### src/rtl/divider_if.sv
// Request/response bundle for the 32-bit RISC-V M-extension divider.
// The master drives operands and the start request; the slave (divider) returns the result.
interface divider_if;
  logic [31:0] i_dividend;
  logic [31:0] i_divisor;
  logic        i_is_signed;
  logic        i_is_rem;
  logic        i_valid_input;
  logic [31:0] o_result;
  logic        o_valid_output;
  logic        o_busy;
  logic        o_completing_next_cycle;

  modport master (
    output i_dividend, i_divisor, i_is_signed, i_is_rem, i_valid_input,
    input  o_result, o_valid_output, o_busy, o_completing_next_cycle
  );

  modport slave (
    input  i_dividend, i_divisor, i_is_signed, i_is_rem, i_valid_input,
    output o_result, o_valid_output, o_busy, o_completing_next_cycle
  );
endinterface

### src/rtl/divider.sv
// Radix-2 restoring divider for DIV/DIVU/REM/REMU: 34-cycle normal path, 1-cycle special cases.
// Define DIVIDER_RESULT_CACHE_EN to add a one-entry cache of the last completed normal divide.
module divider (
  input  logic     i_clk,
  input  logic     i_rst_n,
  divider_if.slave bus
);

  typedef enum logic [1:0] {IDLE, CALC, FIX, DONE} state_e;

  state_e      state_q, state_d;
  logic [4:0]  count_q, count_d;
  logic [31:0] dvd_q, dvd_d;
  logic [31:0] dvs_q, dvs_d;
  logic [31:0] rem_q, rem_d;
  logic        quo_neg_q, quo_neg_d;
  logic        rem_neg_q, rem_neg_d;
  logic        is_rem_q, is_rem_d;
  logic [31:0] result_q, result_d;
  logic        valid_q, valid_d;
  logic        busy_q, busy_d;
  logic        comp_q, comp_d;

  logic        div_by_zero, overflow, cache_hit, fast_path, start_calc;
  logic [31:0] mag_dividend, mag_divisor;
  logic [32:0] shifted, diff;
  logic [31:0] fix_quot, fix_rem;
  logic [31:0] cache_quot, cache_rem;

  assign div_by_zero  = (bus.i_divisor == 32'd0);
  assign overflow     = bus.i_is_signed && (bus.i_dividend == 32'h8000_0000) &&
                        (bus.i_divisor == 32'hFFFF_FFFF);
  assign fast_path    = div_by_zero || overflow || cache_hit;
  assign start_calc   = (state_q == IDLE) && bus.i_valid_input && !fast_path;

  // Magnitudes are unsigned, so |-2^31| is simply 0x80000000.
  assign mag_dividend = (bus.i_is_signed && bus.i_dividend[31]) ? (~bus.i_dividend + 32'd1)
                                                                : bus.i_dividend;
  assign mag_divisor  = (bus.i_is_signed && bus.i_divisor[31]) ? (~bus.i_divisor + 32'd1)
                                                               : bus.i_divisor;

  // Partial remainder is widened to 33 bits so the trial subtract borrow lands in bit 32.
  assign shifted  = {rem_q, dvd_q[31]};
  assign diff     = shifted - {1'b0, dvs_q};
  assign fix_quot = quo_neg_q ? (~dvd_q + 32'd1) : dvd_q;
  assign fix_rem  = rem_neg_q ? (~rem_q + 32'd1) : rem_q;

  always_comb begin
    state_d   = state_q;
    count_d   = count_q;
    dvd_d     = dvd_q;
    dvs_d     = dvs_q;
    rem_d     = rem_q;
    quo_neg_d = quo_neg_q;
    rem_neg_d = rem_neg_q;
    is_rem_d  = is_rem_q;
    result_d  = result_q;
    case (state_q)
      IDLE: begin
        if (bus.i_valid_input) begin
          is_rem_d = bus.i_is_rem;
          if (div_by_zero) begin
            result_d = bus.i_is_rem ? bus.i_dividend : 32'hFFFF_FFFF;
            state_d  = DONE;
          end else if (overflow) begin
            result_d = bus.i_is_rem ? 32'd0 : 32'h8000_0000;
            state_d  = DONE;
          end else if (cache_hit) begin
            result_d = bus.i_is_rem ? cache_rem : cache_quot;
            state_d  = DONE;
          end else begin
            state_d   = CALC;
            count_d   = 5'd31;
            dvd_d     = mag_dividend;
            dvs_d     = mag_divisor;
            rem_d     = 32'd0;
            quo_neg_d = bus.i_is_signed && (bus.i_dividend[31] ^ bus.i_divisor[31]);
            rem_neg_d = bus.i_is_signed && bus.i_dividend[31];
          end
        end
      end
      CALC: begin
        // dvd shifts out dividend bits at the top and collects quotient bits at the bottom.
        rem_d   = diff[32] ? shifted[31:0] : diff[31:0];
        dvd_d   = {dvd_q[30:0], ~diff[32]};
        count_d = count_q - 5'd1;
        if (count_q == 5'd0) state_d = FIX;
      end
      FIX: begin
        result_d = is_rem_q ? fix_rem : fix_quot;
        state_d  = DONE;
      end
      DONE: state_d = IDLE;
      default: state_d = IDLE;
    endcase
    valid_d = (state_d == DONE);
    busy_d  = (state_d != IDLE);
    comp_d  = (state_d == FIX);
  end

  always_ff @(posedge i_clk or negedge i_rst_n) begin
    if (!i_rst_n) begin
      state_q   <= IDLE;
      count_q   <= 5'd0;
      dvd_q     <= 32'd0;
      dvs_q     <= 32'd0;
      rem_q     <= 32'd0;
      quo_neg_q <= 1'b0;
      rem_neg_q <= 1'b0;
      is_rem_q  <= 1'b0;
      result_q  <= 32'd0;
      valid_q   <= 1'b0;
      busy_q    <= 1'b0;
      comp_q    <= 1'b0;
    end else begin
      state_q   <= state_d;
      count_q   <= count_d;
      dvd_q     <= dvd_d;
      dvs_q     <= dvs_d;
      rem_q     <= rem_d;
      quo_neg_q <= quo_neg_d;
      rem_neg_q <= rem_neg_d;
      is_rem_q  <= is_rem_d;
      result_q  <= result_d;
      valid_q   <= valid_d;
      busy_q    <= busy_d;
      comp_q    <= comp_d;
    end
  end

`ifdef DIVIDER_RESULT_CACHE_EN
  logic [31:0] op_dividend_q, op_dividend_d;
  logic [31:0] op_divisor_q, op_divisor_d;
  logic        op_signed_q, op_signed_d;
  logic [31:0] c_dividend_q, c_dividend_d;
  logic [31:0] c_divisor_q, c_divisor_d;
  logic        c_signed_q, c_signed_d;
  logic [31:0] c_quot_q, c_quot_d;
  logic [31:0] c_rem_q, c_rem_d;
  logic        c_valid_q, c_valid_d;

  assign cache_hit  = c_valid_q && (c_dividend_q == bus.i_dividend) &&
                      (c_divisor_q == bus.i_divisor) && (c_signed_q == bus.i_is_signed);
  assign cache_quot = c_quot_q;
  assign cache_rem  = c_rem_q;

  // Raw operands are kept for the tag; the entry is written when FIX has both signed results.
  always_comb begin
    op_dividend_d = op_dividend_q;
    op_divisor_d  = op_divisor_q;
    op_signed_d   = op_signed_q;
    c_dividend_d  = c_dividend_q;
    c_divisor_d   = c_divisor_q;
    c_signed_d    = c_signed_q;
    c_quot_d      = c_quot_q;
    c_rem_d       = c_rem_q;
    c_valid_d     = c_valid_q;
    if (start_calc) begin
      op_dividend_d = bus.i_dividend;
      op_divisor_d  = bus.i_divisor;
      op_signed_d   = bus.i_is_signed;
    end
    if (state_q == FIX) begin
      c_dividend_d = op_dividend_q;
      c_divisor_d  = op_divisor_q;
      c_signed_d   = op_signed_q;
      c_quot_d     = fix_quot;
      c_rem_d      = fix_rem;
      c_valid_d    = 1'b1;
    end
  end

  always_ff @(posedge i_clk or negedge i_rst_n) begin
    if (!i_rst_n) begin
      op_dividend_q <= 32'd0;
      op_divisor_q  <= 32'd0;
      op_signed_q   <= 1'b0;
      c_dividend_q  <= 32'd0;
      c_divisor_q   <= 32'd0;
      c_signed_q    <= 1'b0;
      c_quot_q      <= 32'd0;
      c_rem_q       <= 32'd0;
      c_valid_q     <= 1'b0;
    end else begin
      op_dividend_q <= op_dividend_d;
      op_divisor_q  <= op_divisor_d;
      op_signed_q   <= op_signed_d;
      c_dividend_q  <= c_dividend_d;
      c_divisor_q   <= c_divisor_d;
      c_signed_q    <= c_signed_d;
      c_quot_q      <= c_quot_d;
      c_rem_q       <= c_rem_d;
      c_valid_q     <= c_valid_d;
    end
  end
`else
  assign cache_hit  = 1'b0;
  assign cache_quot = 32'd0;
  assign cache_rem  = 32'd0;
`endif

  assign bus.o_result                = result_q;
  assign bus.o_valid_output          = valid_q;
  assign bus.o_busy                  = busy_q;
  assign bus.o_completing_next_cycle = comp_q ||
    (i_rst_n && (state_q == IDLE) && bus.i_valid_input && fast_path);

endmodule
### src/flat_wrapper.sv
// flat-port wrapper written by rule: the top's interface ports become plain ports
module divider_flat 
  (i_clk, i_rst_n, bus_i_dividend, bus_i_divisor, bus_i_is_signed, bus_i_is_rem, bus_i_valid_input, bus_o_result, bus_o_valid_output, bus_o_busy, bus_o_completing_next_cycle);
  divider_if bus_i ();
  input  logic i_clk;
  input  logic i_rst_n;
  input wire logic [$bits(bus_i.i_dividend)-1:0] bus_i_dividend;
  input wire logic [$bits(bus_i.i_divisor)-1:0] bus_i_divisor;
  input wire logic [$bits(bus_i.i_is_signed)-1:0] bus_i_is_signed;
  input wire logic [$bits(bus_i.i_is_rem)-1:0] bus_i_is_rem;
  input wire logic [$bits(bus_i.i_valid_input)-1:0] bus_i_valid_input;
  output wire logic [$bits(bus_i.o_result)-1:0] bus_o_result;
  output wire logic [$bits(bus_i.o_valid_output)-1:0] bus_o_valid_output;
  output wire logic [$bits(bus_i.o_busy)-1:0] bus_o_busy;
  output wire logic [$bits(bus_i.o_completing_next_cycle)-1:0] bus_o_completing_next_cycle;
  assign bus_i.i_dividend = bus_i_dividend;
  assign bus_i.i_divisor = bus_i_divisor;
  assign bus_i.i_is_signed = bus_i_is_signed;
  assign bus_i.i_is_rem = bus_i_is_rem;
  assign bus_i.i_valid_input = bus_i_valid_input;
  assign bus_o_result = bus_i.o_result;
  assign bus_o_valid_output = bus_i.o_valid_output;
  assign bus_o_busy = bus_i.o_busy;
  assign bus_o_completing_next_cycle = bus_i.o_completing_next_cycle;
  divider u_core (.i_clk(i_clk), .i_rst_n(i_rst_n), .bus(bus_i));
endmodule
### config.mk
export PLATFORM = sky130hd
export DESIGN_NAME = divider_flat
export DESIGN_NICKNAME = d
export VERILOG_FILES = /design/src/rtl/divider_if.sv /design/src/rtl/divider.sv /design/src/flat_wrapper.sv
export SDC_FILE = /design/constraint.sdc
export NUM_CORES = 1
export LEC_CHECK = 0
export CAP_MARGIN = 10
export CORE_UTILIZATION = 55
export DETAILED_ROUTE_END_ITERATION = 10
export DONT_BUFFER_PORTS = 1
export GPL_TIMING_DRIVEN = 0
export PLACE_DENSITY = 0.7
export SYNTH_ARGS = -nofsm -noshare
export SYNTH_HDL_FRONTEND = slang
export SYNTH_SLANG_ARGS = --single-unit
### constraint.sdc
create_clock -name i_clk -period 4.02 [get_ports i_clk]
set_clock_uncertainty 0.15 [all_clocks]
set_input_delay 0.603 -clock i_clk [delete_from_list [all_inputs] [get_ports i_clk]]
set_output_delay 0.603 -clock i_clk [all_outputs]
set_load 0.05 [all_outputs]
## After elaboration in Yosys (flattened, before gate mapping)

Cells that the tools add are included.

| word-level totals | value |
|---|---|
| word-level logic and storage cells | 86 |
| output and inout port bits | 35 |
| flip-flop bits (word level) | 141 |

| cells by class | value |
|---|---|
| $add $sub $neg | 6 |
| eq/ne operators | 11 |
| reductions and logical operators | 20 |
| mux-type cells | 29 |
| bitwise operators | 8 |

Operators by type and width:

| operator | count |
|---|---|
| $mux W32 | 17 |
| $pmux W32 S2 | 3 |
| $add A32 B1 Y32 const B | 4 |
| $not A32 Y32 | 4 |
| $eq A32 B32 Y1 const B | 2 |
| $sub A33 B32 Y33 | 1 |
| $logic_not A32 Y1 | 1 |
| $mux W5 | 3 |
| $pmux W5 S2 | 1 |
| $eq A2 B2 Y1 const B | 4 |
| $logic_and A1 B1 Y1 | 8 |
| $mux W2 | 4 |
| $pmux W2 S4 | 1 |
| $reduce_and A4 Y1 | 2 |
| $ne A2 B2 Y1 const B | 3 |
| $reduce_bool A2 Y1 | 3 |
| $logic_not A5 Y1 | 1 |
| $sub A5 B1 Y5 const B | 1 |
| $ne A3 B1 Y1 const B | 1 |
| $not A1 Y1 | 3 |
| $reduce_and A3 Y1 | 1 |
| $eq A2 B1 Y1 const B | 1 |
| $logic_not A2 Y1 | 1 |
| $logic_or A1 B1 Y1 | 2 |
| other kinds (2) | 2 |

## Depth between registers and ports, before layout

Gate-level depths: netlist of the first run.

| logic depth | value |
|---|---|
| depth in word-level cells | 8 |
| mapped depth | 13 |
| depth with buffers taken out | 12 |

## Worst setup path after synthesis of the first run

No wires, ideal clock.

| path | value |
|---|---|
| path type | reg2reg |
| start point | reg u_core.rem_q[16] |
| end point | reg u_core.rem_q[8] |
| arrival time | 3.015 ns |
| clock period less this slack | 3.248 ns |
| required time | 3.787 ns |
| setup slack | 0.772 ns |
| path buffers | 1 |
| stages on the path, launching flop included | 12 |
| path through | dfrtp_1 ha_1 clkbuf_1 a211oi_1 o21ai_1 a31oi_1 a31oi_1 or4b_1 a21oi_4 xor2_4 mux2_2 o21ai_0 |

| on the way | value |
|---|---|
| longest elaborated chain between the ends | 3 |

RTL lines:

| what | RTL line | text |
|---|---|---|
| from (decl) | divider.sv:15 | `logic [31:0] rem_q, rem_d;` |
| from (signal assigned) | divider.sv:120 | `rem_q <= rem_d;` |
| $sub A33 B32 Y33 | divider.sv:44 | `assign diff = shifted - {1'b0, dvs_q};` |
| $mux W32 | divider.sv:84 | `rem_d = diff[32] ? shifted[31:0] : diff[31:0];` |
| $pmux W32 S2 | divider.sv:58 | `case (state_q)` |

No other way between the ends.
A chain may end at the register's enable or synchronous reset.

## Worst setup path in the final report of the first run

| path | value |
|---|---|
| start point | in bus_i_dividend[3] |
| end point | reg u_core.rem_q[7] |

| on the way | value |
|---|---|
| longest elaborated chain between the ends | 5 |

RTL lines:

| what | RTL line | text |
|---|---|---|
| from (decl) | flat_wrapper.sv:7 | `input wire logic [$bits(bus_i.i_dividend)-1:0] bus_i_dividend;` |
| $eq A32 B32 Y1 | divider.sv:31 | `assign overflow = bus.i_is_signed && (bus.i_dividend == 32'h8000_0000) &&` |
| $logic_and A1 B1 Y1 (2 in a row) | divider.sv:31 |  |
| $ne A2 B2 Y1 (no source line) | - |  |
| $reduce_and A4 Y1 (no source line) | - |  |

No other way between the ends.

==> run_results.csv, run 1 <==
group,metric,value,unit
detailed_routing,first_pass_iters,9,
synth,syn_area_per_cell,8.230,sq um
synth,yosys.area.top_type,"dfrtp_1",
critical_path,rr_startpoint,"u_core.rem_q[16]",
global_routing,grt-ovfl-total,0,
synth,synth_cells,1284,
layout,ff_latch_area,3528,sq um
synth,synth-seq-area-share,0.3339,
power_and_ir_drop,finalPower,0.01124,W
floorplanning,die_w,140.6,um
place,dp_hpwl,25.23,mm
synth,synth-edff-count,0,
timing,hold_viol,141,
timing,rsz0062_at_grt,"no",
synth,synth.distinct_cells,75,
synth,async_flop_share,1.000,
critical_path,reg2reg_setup_slack,150,ps
min_path,hold_class,"input port to async pin",
clock_network,htreeDepth,4,
detailed_routing,drtIter0Drc,1226,
clock_network,cts_buffers,17,
critical_path,reg2reg_depth,12,
timing,fin_crit_sh,0.9789,
power_and_ir_drop,ir_worst_vdd,0.4200,mV
critical_path,arrival,4130,ps
global_routing,antenna_found_initial,0,
detailed_routing,drt-vias-per-instance,6.493,
floorplanning,core,18770,sq um
synth,synth-seq-cells,141,
timing,setup_ws,84.65,ps
critical_path,critPathLaunchType,"input port",
floorplanning,ios,104,
place,place.gp.congestion,0.9325,
clock_network,cts_tree,"built",
critical_path,critPathCaptureType,"register",
clock_network,cts_sinks,141,
detailed_routing,routed_wl,33.07,mm
global_routing,grt_pass1_vias,9573,
synth,synth_fp_nets,1392,
global_routing,grt_pass1_wl,51.42,mm
synth,netlist_area,10570,sq um
floorplanning,fp.dieArea,19770,sq um
synth,synth-main-ff-cell,"dfrtp_1",
layout,mostFrequentLayoutCells,"nand2_1, dfrtp_1, o21ai_0, nor2_1, inv_1",
detailed_routing,post-route-drc-count,0,
global_routing,grt.total_usage,0.3378,
clock_network,root_buffer,"clkbuf_16",
layout,drive_above_1_share,0.04852,
run,maxCapViolations,0,
layout,final_common_cell,"nand2_1",
timing,worstMarginPinSlew,1104,ps
timing,drv_slew,0,
clock_network,clockBufferDepth,2,
run_status,status,"finished, violations left",
layout,fillers,1654,
power_and_ir_drop,p_per_area,973.6,nW/um^2
clock_network,insertion_delay,440,ps
detailed_routing,vias,10080,
floorplanning,start_util,0.5631,
timing,setup_viol,0,
place,portBuffers,0,
layout,syn_to_final_growth,9.259,%
critical_path,r2r_end,"u_core.rem_q[23]",
layout,final_nets,1414,
timing,fmax,0.2541,GHz
detailed_routing,drtAntennaViolNets,0,
detailed_routing,routedWlPerCell,21.30,um
global_routing,grt_max_degree,143,
layout,multi_input_area,6425,sq um
timing,period_needed,3935,ps
synth,ys_top_cells_by_area,"dfrtp_1, xnor2_1, xor2_1",
timing,slew_headroom,0.2572,
power_and_ir_drop,leakagePower,4.686,nW
critical_path,crit_type,"input port to register",
clock_network,path_clk_slew,70,ps
floorplanning,die_y,140.6,um
synth,yosysTopAreaCellShare,0.3339,
layout,antenna_cells,0,
synth,ys_warn_count,0,
run_status,violations,"negative hold slack",
critical_path,path_max_fanout,10,
timing,hold_ws,-291.5,ps
floorplanning,num_rows,50,
critical_path,crit_required,4210,ps
place,place_ws,-458.2,ps
[state kept, by name (all words and copies together), names as in the netlist]
signal / flops
u_core.bus.o_valid_output: 1
u_core.count_q: 5
u_core.dvs_q: 32
u_core.rem_neg_q: 1
u_core.rem_q: 32
u_core.quo_neg_q: 1
u_core.bus.o_busy: 1
u_core.state_q: 2
u_core.dvd_q: 32
u_core.bus.o_result: 32
u_core.is_rem_q: 1
u_core.comp_q: 1
[logic make-up (layout without fill, tap and decap cells)]
group | after synthesis | in the layout | synth area share
AOI/OAI and AO/OA | 390 | 390 | 0.2505
xor gates and xnor gates | 148 | 148 | 0.1244
adders and majority gates | 39 | 39 | 0.04689
buffers and inverters | 160 | 195 | 0.05873
DFF | 141 | 141 | 0.3339
muxes | 9 | 9 | 0.008762
and+or+nand+nor | 397 | 397 | 0.1768
[worst max-delay path, cell delays in order]
cell	delay [ps]
or4_1	630
nor4_2	590
nand4_1	380
o22ai_2	450
nor2_1	100
o21bai_2	420
buf_2	410
buf_2	330
nand2_1	100
o21ai_0	100
[final cells by class]
cell class	instances	share of cell area
inverter	88	0.02861
clock inverter	14	0.01853
timing repair buffer	3	0.001951
sequential	141	0.3056
buffer	72	0.02547
multi-input combinational	983	0.5565
tap	234	0.02536
clock buffer	18	0.03804
[Yosys cell counts, drive strengths merged, types with 27 or more instances]
cell    number
o21ai      114
nor2        88
o31ai       33
ha          38
dfrtp      141
inv         88
nand3       42
nor3        30
clkbuf      60
a31oi       27
xnor2       80
xor2        68
a21oi       60
nand2      145
[power breakdown]
| group | internal (W) | switching (W) |
|---|---|---|
| Combinational | 0.00267 | 0.00382 |
| Sequential | 0.00206 | 0.000920 |
| Clock | 0.00112 | 0.000658 |
[worst max-delay path by stage]
stage                            startpoint               end
after detailed placement  bus_i_dividend[3]   u_core.rem_q[3]
after global routing       u_core.rem_q[16]   u_core.rem_q[8]
final                     bus_i_dividend[3]   u_core.rem_q[7]
after global placement    bus_i_dividend[3]   u_core.rem_q[3]
after floorplan            u_core.rem_q[16]   u_core.rem_q[8]
after CTS                  u_core.rem_q[16]  u_core.rem_q[23]
[metrics by stage]
step	area [sq um]	setup TNS, ps	utilization	std cells
after floorplan	10570	0	-	1284
after global placement	10860	-30640	0.5787	1518
after detailed placement	10860	-27660	0.5787	1518
after CTS	11520	0	0.6138	1550
after global routing	11550	0	0.6152	1553
final	11550	0	0.6152	1553
[timing repair]
item / in CTS / in global routing
buffers inserted: 0 / 3
endpoints found under the setup margin: 25 / 20
gates resized for setup: 2 / 3
gates cloned: 0 / 0
endpoints found under the hold margin: 141 / 141
[per-layer routing]
layer | vias to the layer above | share of wire | track usage | wire [um]
met5 | - | 0 | 0 | 0
met4 | 0 | 0.041 | 0.1613 | 1354
met3 | 93 | 0.080 | 0.05707 | 2642
met2 | 537 | 0.47 | 0.5583 | 15440
met1 | 4734 | 0.41 | 0.4311 | 13640
li1 | 4720 | - | - | -
(Power assumes the default switching activity.)
==> run 2, diff against run 1 <==
--- a/config.mk
+++ b/config.mk
@@ -5,10 +5,12 @@
 export SDC_FILE = /design/constraint.sdc
 export NUM_CORES = 1
 export LEC_CHECK = 0
+export ABC_AREA = 1
 export CAP_MARGIN = 10
 export CORE_UTILIZATION = 55
 export DETAILED_ROUTE_END_ITERATION = 10
 export DONT_BUFFER_PORTS = 1
+export GPL_ROUTABILITY_DRIVEN = 0
 export GPL_TIMING_DRIVEN = 0
 export PLACE_DENSITY = 0.7
 export SYNTH_ARGS = -nofsm -noshare
==> run 2 against run 1 <==
Compared with the run above: the run still ends with negative hold slack left; die area grew 27%; combinational power grew 31%; hold slack gained 12 ps; critical endpoint is now bus_o_completing_next_cycle; routed wire length grew 47%; sequential power grew 5%; synthesized area grew 27%; critical path type is now input port to output port; critical path depth is the same.
==> run_results.csv, run 2 <==
group,metric,value,unit
run_status,status,"finished, violations left",
run_status,violations,"negative hold slack",
clock_network,clockBufferDepth,2,
floorplanning,fp.dieArea,25020,sq um
synth,yosysTopAreaCellShare,0.2631,
synth,synth-edff-count,0,
critical_path,crit_required,3270,ps
power_and_ir_drop,p_per_area,925.9,nW/um^2
power_and_ir_drop,power_frac_seq,0.235,
timing,fin_crit_sh,0.9094,
synth,yosysMostFrequentCell,"nand2_1",
clock_network,cts_tree,"built",
layout,drive_above_1_share,0.04536,
detailed_routing,routedWlPerCell,18.46,um
power_and_ir_drop,ir_worst_vdd,0.4061,mV
clock_network,path_clk_slew,70,ps
critical_path,path_max_fanout,5,
critical_path,critPathCaptureType,"output port",
clock_network,cts_buffers,17,
floorplanning,start_util,0.5664,
floorplanning,num_rows,56,
synth,netlist_area,13410,sq um
detailed_routing,dr_wl_met2,20.31,mm
synth,yosys.area.top_type,"dfrtp_1",
clock_network,postCtsSetupBuffers,0,
clock_network,root_buffer,"clkbuf_16",
detailed_routing,drtIter0Drc,1903,
place,dp_hpwl,39.02,mm
global_routing,grt_max_degree,143,
power_and_ir_drop,clkPwrFrac,0.131,
run,maxCapViolations,0,
layout,mostFrequentLayoutCells,"nand2_1, inv_1, nand3_1, nor2_1, dfrtp_1",
synth,syn_area_per_cell,5.873,sq um
synth,synth-main-ff-cell,"dfrtp_1",
min_path,hold_class,"input port to async pin",
detailed_routing,drtAntennaViolNets,0,
layout,final_common_cell,"nand2_1",
place,portBuffers,0,
detailed_routing,drt-vias-per-instance,5.836,
global_routing,grt_pass1_wl,74.31,mm
timing,drv_slew,0,
detailed_routing,vias,15370,
synth,ys_warn_count,0,
global_routing,grt-ovfl-total,0,
layout,multi_input_area,8447,sq um
layout,antenna_cells,0,
synth,synth-seq-cells,141,
layout,fillers,2425,
timing,hold_ws,-279.5,ps
floorplanning,core,23680,sq um
power_and_ir_drop,intPower,0.005963,W
timing,period_needed,3656,ps
global_routing,antenna_found_initial,1,
synth,synth.distinct_cells,39,
synth,synth-seq-area-share,0.2631,
floorplanning,die_y,158.2,um
synth,synth_fp_nets,2392,
clock_network,htreeDepth,4,
timing,finalSetupTns,0,ps
layout,syn_to_final_growth,7.687,%
global_routing,grt.total_usage,0.3937,
critical_path,reg2reg_depth,17,
detailed_routing,post-route-drc-count,0,
synth,netlist_top_cells_count,"nand2_1, inv_1, nand3_1",
critical_path,arrival,2900,ps
global_routing,grt_pass1_vias,13860,
timing,hold_viol,141,
place,place_ws,476.7,ps
floorplanning,ios,104,
layout,final_nets,2411,
critical_path,critPathLaunchType,"input port",
critical_path,crit_type,"input port to output port",
clock_network,cts_sinks,141,
synth,async_flop_share,1.000,
timing,slew_headroom,0.3281,
timing,fmax,0.2735,GHz
timing,worstMarginPinSlew,1006,ps
power_and_ir_drop,power_frac_comb,0.634,
timing,setup_viol,0,
detailed_routing,top_layer,"met5",
floorplanning,die_w,158.2,um
synth,ys_top_cells_by_area,"dfrtp_1, nand2_1, nand3_1",
layout,ff_latch_area,3528,sq um
power_and_ir_drop,leakagePower,7.414,nW
timing,setup_ws,364.2,ps
power_and_ir_drop,netSwitchingPower,0.007410,W
detailed_routing,routed_wl,48.61,mm
place,placed_cells,2603,
clock_network,insertion_delay,440,ps
detailed_routing,first_pass_iters,9,
clock_network,cts_resized,0,
detailed_routing,wl_met3,5.619,mm
layout,fin_cells,2634,
synth,synth_cells,2284,
detailed_routing,m1WireLength,20.91,mm
timing,rsz0062_at_grt,"no",
power_and_ir_drop,switching_share,0.5541,
## run 2: cell type report
| type | count | area share |
|---|---|---|
| clock buffer | 17 | 0.02945 |
| clock inverter | 14 | 0.01429 |
| buffer | 69 | 0.02599 |
| sequential | 141 | 0.2443 |
| tap | 319 | 0.02763 |
| multi-input combinational | 1791 | 0.5848 |
| inverter | 283 | 0.07354 |
## run 2: cells by family (layout without fill, tap and decap cells)
family / after synthesis / after routing / synth area share
XOR/XNOR: 63 / 63 / 0.04114
flip-flops: 141 / 141 / 0.2631
AO/OA/AOI/OAI: 198 / 198 / 0.08367
AND/OR/NAND/NOR: 1491 / 1491 / 0.4680
adder cells (fa/ha/maj): 39 / 39 / 0.03694
buffers and inverters: 352 / 383 / 0.1072
## run 2: layer usage
| layer | track usage | vias to the layer above |
|---|---|---|
| li1 | - | 7283 |
| met3 | 0.09964 | 144 |
| met2 | 0.5821 | 921 |
| met4 | 0.1456 | 4 |
| met1 | 0.5476 | 7020 |
| met5 | 0.01656 | - |
## run 2: final timing paths
check	to	slack, ps	startpoint
hold / removal	u_core.dvs_q[1]	-280	i_rst_n
setup reg to reg	u_core.rem_q[29]	1060	u_core.dvd_q[31]
max in group asynchronous	u_core.dvs_q[19]	3820	i_rst_n
setup / recovery	bus_o_completing_next_cycle	360	bus_i_dividend[0]
hold reg to reg	u_core.dvs_q[28]	330	u_core.dvs_q[28]
min in group i_clk	u_core.dvs_q[31]	210	bus_i_divisor[31]
## run 2: worst max-delay path, stage by stage
cell and delay (ps):
inv_1 140, ha_1 210, nand2_1 140, nor2_2 240
nand2_1 130, nor2_1 310, nand3_1 150, nand2_1 140
inv_1 50, o21bai_1 780
## run 2: metrics by stage
step | hold WS, ps | power [W] | utilization | area, sq um
2_1_floorplan | 157.4 | 0.009066 | - | 13410
5_1_grt | -279.8 | 0.01440 | 0.6099 | 14440
6_report | -279.5 | 0.01337 | 0.6099 | 14440
4_1_cts | -279.5 | 0.01311 | 0.6099 | 14440
3_5_place_dp | 171.4 | 0.01134 | 0.5832 | 13810
3_3_place_gp | 171.2 | 0.01114 | 0.5832 | 13810
## run 2: power by group through the flow
stage | registers [W] | logic, W | clock network (W)
6_report | 0.00314 | 0.00848 | 0.00175
5_1_grt | 0.00319 | 0.00941 | 0.00180
4_1_cts | 0.00310 | 0.00826 | 0.00175
3_5_place_dp | 0.00312 | 0.00822 | 0
3_3_place_gp | 0.00310 | 0.00804 | 0
2_1_floorplan | 0.00283 | 0.00624 | 0
